[src/rtl/vga_sync.sv]
// rtl/vga_sync.sv - 640x480@60 VGA timing generator with registered, pixel-aligned sync and color outputs.
// Geometry is parameterised; the defaults give the standard 800x525 raster.
module vga_sync #(
   parameter int CLK_DIV  = 4,
   parameter int SYNC_POL = 0,
   parameter int H_ACTIVE = 640,
   parameter int H_FRONT  = 16,
   parameter int H_SYNC   = 96,
   parameter int H_BACK   = 48,
   parameter int V_ACTIVE = 480,
   parameter int V_FRONT  = 10,
   parameter int V_SYNC   = 2,
   parameter int V_BACK   = 33
) (
   input  logic        clk,
   input  logic        rstn,
   input  logic [11:0] color_in,
   output logic [9:0]  vga_column,
   output logic [8:0]  vga_row,
   output logic        hs,
   output logic        vs,
   output logic [3:0]  r,
   output logic [3:0]  g,
   output logic [3:0]  b,
   output logic        visible,
   output logic        frame_start
);

   localparam int DIV_W = $clog2(CLK_DIV);

   localparam logic [DIV_W-1:0] DIV_LAST = DIV_W'(CLK_DIV - 1);

   localparam logic [9:0] H_ACT_END  = 10'(H_ACTIVE);
   localparam logic [9:0] H_SYNC_BEG = 10'(H_ACTIVE + H_FRONT);
   localparam logic [9:0] H_SYNC_END = 10'(H_ACTIVE + H_FRONT + H_SYNC);
   localparam logic [9:0] H_LAST     = 10'(H_ACTIVE + H_FRONT + H_SYNC + H_BACK - 1);
   localparam logic [9:0] V_ACT_END  = 10'(V_ACTIVE);
   localparam logic [9:0] V_SYNC_BEG = 10'(V_ACTIVE + V_FRONT);
   localparam logic [9:0] V_SYNC_END = 10'(V_ACTIVE + V_FRONT + V_SYNC);
   localparam logic [9:0] V_LAST     = 10'(V_ACTIVE + V_FRONT + V_SYNC + V_BACK - 1);

   localparam logic SYNC_ON  = SYNC_POL[0];
   localparam logic SYNC_OFF = ~SYNC_POL[0];

   logic [DIV_W-1:0] div_cnt;
   logic [9:0]       h_cnt;
   logic [9:0]       v_cnt;
   logic             pix_tick;
   logic             h_vis;
   logic             v_vis;
   logic             h_in_sync;
   logic             v_in_sync;
   logic             pix_vis;

   assign pix_tick  = (div_cnt == DIV_LAST);
   assign h_vis     = (h_cnt < H_ACT_END);
   assign v_vis     = (v_cnt < V_ACT_END);
   assign h_in_sync = (h_cnt >= H_SYNC_BEG) && (h_cnt < H_SYNC_END);
   assign v_in_sync = (v_cnt >= V_SYNC_BEG) && (v_cnt < V_SYNC_END);
   assign pix_vis   = h_vis && v_vis;

   assign vga_column = h_vis ? h_cnt : 10'd0;
   assign vga_row    = v_vis ? v_cnt[8:0] : 9'd0;

   // Outputs latch the pixel the counters hold *before* they advance, so sync,
   // visible and color all describe the same pixel.
   always_ff @(posedge clk or negedge rstn) begin
      if (!rstn) begin
         div_cnt     <= '0;
         h_cnt       <= 10'd0;
         v_cnt       <= 10'd0;
         hs          <= SYNC_OFF;
         vs          <= SYNC_OFF;
         r           <= 4'd0;
         g           <= 4'd0;
         b           <= 4'd0;
         visible     <= 1'b0;
         frame_start <= 1'b0;
      end else begin
         frame_start <= 1'b0;
         if (pix_tick) begin
            div_cnt   <= '0;
            hs        <= h_in_sync ? SYNC_ON : SYNC_OFF;
            vs        <= v_in_sync ? SYNC_ON : SYNC_OFF;
            visible   <= pix_vis;
            {r, g, b} <= pix_vis ? color_in : 12'h000;
            if (h_cnt == H_LAST) begin
               h_cnt <= 10'd0;
               if (v_cnt == V_LAST) begin
                  v_cnt       <= 10'd0;
                  frame_start <= 1'b1;
               end else begin
                  v_cnt <= v_cnt + 10'd1;
               end
            end else begin
               h_cnt <= h_cnt + 10'd1;
            end
         end else begin
            div_cnt <= div_cnt + 1'b1;
         end
      end
   end

endmodule

[config.mk]
export PLATFORM = sky130hd
export DESIGN_NAME = vga_sync
export DESIGN_NICKNAME = d
export VERILOG_FILES = /design/src/rtl/vga_sync.sv
export SDC_FILE = /design/constraint.sdc
export NUM_CORES = 1
export LEC_CHECK = 0
export ABC_CLOCK_PERIOD_IN_PS = 3980
export BUFFER_PORTS_ARGS = -buffer_cell sky130_fd_sc_hd__buf_4
export CORE_MARGIN = 4
export CORE_UTILIZATION = 25
export DETAILED_ROUTE_END_ITERATION = 8
export PLACE_DENSITY_LB_ADDON = 0.25
export SETUP_SLACK_MARGIN = 0.3
export SYNTH_ARGS = -nofsm -noshare
export SYNTH_HDL_FRONTEND = slang
export SYNTH_SLANG_ARGS = --single-unit
[constraint.sdc]
create_clock -name clk -period 3.98 [get_ports clk]
set_input_delay 0.398 -clock clk [delete_from_list [all_inputs] [get_ports clk]]
set_output_delay 0.398 -clock clk [all_outputs]
set_load 0.02 [all_outputs]
==> impl_metrics.json <==
{
  "fin_setup_tns_ps": 0,
  "seqCellArea_sq_um": 953,
  "cap_viol_max_count": 0,
  "synth_edf_count": 0,
  "postCtsHoldBufs": 0,
  "numCtsBuffers": 5,
  "whs_ps": 76.6,
  "ir_worst_vdd_mv": 0.143,
  "ff2ff_path_depth": 5,
  "cts_tree": "yes",
  "portBuffers": 48,
  "drv_slew": 0,
  "die_x_microns": 93.7,
  "ant_nets": 0,
  "worst_pin_slew_ps": 868,
  "antenna_cells": 0,
  "synth_common_cells": "dfrtp_1 (36), and2_1 (14), a22o_1 (13), nor2_1 (10)",
  "first_global_vias": 1455,
  "finalCriticalPeriod_ps": 2200,
  "reg2reg_from": "div_cnt[0]",
  "avgSynthCellArea_sq_um": 10.7,
  "critPathKind": "flip-flop to flip-flop",
  "endpoint_kind": "flip-flop",
  "clk_latency_ps": 290,
  "clock_path_buffers": 2,
  "synth_flop_cell": "dfrtp_1",
  "worst_ep_required_time_ps": 4160,
  "drive_above_1_share": 0.286,
  "die_area_sq_mm": 0.00879,
  "p_leak_nw": 1.10,
  "grt_max_degree": 39,
  "place_congestion": 0.768,
  "overflow": 0,
  "critPathMaxFanout": 18,
  "post_cts_resized": 0,
  "cts.sinks": 38,
  "cts_root_buf": "clkbuf_8",
  "grt_setup_unrepaired": "no",
  "critPathLaunchType": "flip-flop",
  "synth_most_common_cell": "dfrtp_1",
  "yosysWarnings": 0,
  "io_pins": 49,
  "die_h_microns": 93.7,
  "antenna_found_initial": 0,
  "grt_pass1_wl_microns": 7050,
  "max_clock_freq_mhz": 455,
  "post_cts_buffers": 0,
  "syn-instance-count": 172,
  "syn_area_sq_mm": 0.00184,
  "power_density_mw_per_mm2": 298,
  "timing.rr.end": "v_cnt[8]",
  "ff2ff_setup_slack_ps": 1780,
  "n_fill_cell": 759,
  "drt-vias-per-instance": 4.57,
  "status": "finished, final reports clean",
  "syn_to_final_growth_pct": 29.3,
  "synth_cell_type_count": 38,
  "finalCritPeriodShare": 0.553,
  "async_flop_share": 1.00,
  "synth-seq-cells": 38,
  "min_path_type": "primary input to asynchronous set/reset pin",
  "hpwl_microns": 3060,
  "setup_viol": 0,
  "num-nets-final": 238,
  "ys_seq_area_frac": 0.519,
  "finalHoldViolCount": 0,
  "clk_pin_slew_ps": 80,
  "syn_nets": 191,
  "arrival_ps": 2370,
  "slew_headroom": 0.417,
  "drc": 0,
  "multi_input_area_sq_um": 826,
  "grt_util_all_layers": 0.102,
  "dr.first_iter.drc_count": 109,
  "synth_area_leaders": "dfrtp_1 (49%), a22o_1 (6.2%), and2_1 (4.8%)",
  "initial_core_util": 0.263,
  "num_rows": 30,
  "wl_microns": 4350,
  "cts.htree.levels": 2,
  "skew_ps": 7.40,
  "vias": 1445,
  "wire_per_inst_microns": 13.8,
  "coreArea_sq_mm": 0.00698,
  "post-synth-top-area-fraction": 0.490,
  "synth_area_leader_cell": "dfrtp_1",
  "dr.pass1.iters": 4
}
sequential cells by signal, summed over array words and instances, names as in the netlist:
| register | count |
|---|---|
| g | 4 |
| b | 4 |
| vs | 1 |
| r | 4 |
| frame_start | 1 |
| visible | 1 |
| div_cnt | 2 |
| hs | 1 |
| v_cnt | 10 |
| h_cnt | 10 |
layout by cell type, fill, tap and decap left out, types with 2 or more instances in the layout:
cell type | Yosys | layout
buf_4 | 0 | 48
dfrtp_1 | 36 | 36
and2_1 | 14 | 14
a22o_1 | 13 | 13
nor2_1 | 10 | 10
nand2_1 | 9 | 9
xnor2_1 | 9 | 9
nor3_1 | 8 | 8
nand3_1 | 8 | 8
inv_1 | 7 | 7
clkbuf_8 | 0 | 6
o21ai_0 | 5 | 5
ha_1 | 5 | 5
and3_1 | 4 | 4
a31oi_1 | 4 | 4
nand4_1 | 3 | 3
a21oi_1 | 3 | 3
nor2b_1 | 2 | 2
xor2_1 | 2 | 2
mux2i_1 | 2 | 2
a41oi_1 | 2 | 2
dfstp_2 | 2 | 2
stage by stage:
stage	instances	utilization	setup slack (ps)	area, sq um	power [W]
3_5_place_dp	308	0.327	1770	2290	0.000446
6_report	316	0.341	1780	2380	0.000709
2_1_floorplan	172	-	2010	1840	0.000417
5_1_grt	316	0.341	1530	2380	0.000739
4_1_cts	316	0.341	1760	2380	0.000723
3_3_place_gp	308	0.327	1870	2290	0.000445
worst max-delay path by stage:
stage / startpoint / endpoint / slack [ps] / cells past startpoint
5_1_grt: div_cnt[0] / v_cnt[4] / 1530 / 5
6_report: div_cnt[0] / v_cnt[8] / 1780 / 5
2_1_floorplan: v_cnt[0] / v_cnt[9] / 2010 / 6
4_1_cts: div_cnt[0] / v_cnt[8] / 1760 / 5
3_5_place_dp: div_cnt[0] / v_cnt[8] / 1770 / 5
3_3_place_gp: div_cnt[0] / v_cnt[8] / 1870 / 5
where the power goes:
group	internal (W)	switching (W)	total, W
Combinational	0.0000207	0.0000206	0.0000413
Clock	0.000140	0.000132	0.000272
Sequential	0.000392	0.00000374	0.000396
Total	0.000553	0.000156	0.000709
kinds of logic (layout without fill, tap and decap cells):
group | Yosys count | count (layout) | share of synthesized area
flops | 38 | 38 | 0.519
fa+ha+maj | 5 | 5 | 0.0340
buf+inv | 15 | 63 | 0.0320
mux | 3 | 3 | 0.0170
xor+xnor | 11 | 11 | 0.0524
compound gates | 30 | 30 | 0.124
simple gates | 70 | 70 | 0.222
routing by layer:
layer / GRT usage / routed length (microns)
met1: 0.129 / 1990
met2: 0.161 / 2070
met3: 0.0377 / 254
met4: 0.0325 / 34
met5: 0 / 0
final cells by class:
cell class	count	area share
Inverter	7	0.0111
Multi-Input combinational cell	119	0.347
Tap cell	96	0.0505
Clock buffer	7	0.0363
Clock inverter	1	0.00211
Sequential cell	38	0.401
Timing Repair Buffer	48	0.152
critical path, stage by stage (launching register included):
cell     delay (ps)
dfrtp_1         350
ha_1            370
nand2_1         190
nor4_4          820
nand4_1         200
xnor2_1         170
No activity file was read; power rests on OpenSTA's default activity.
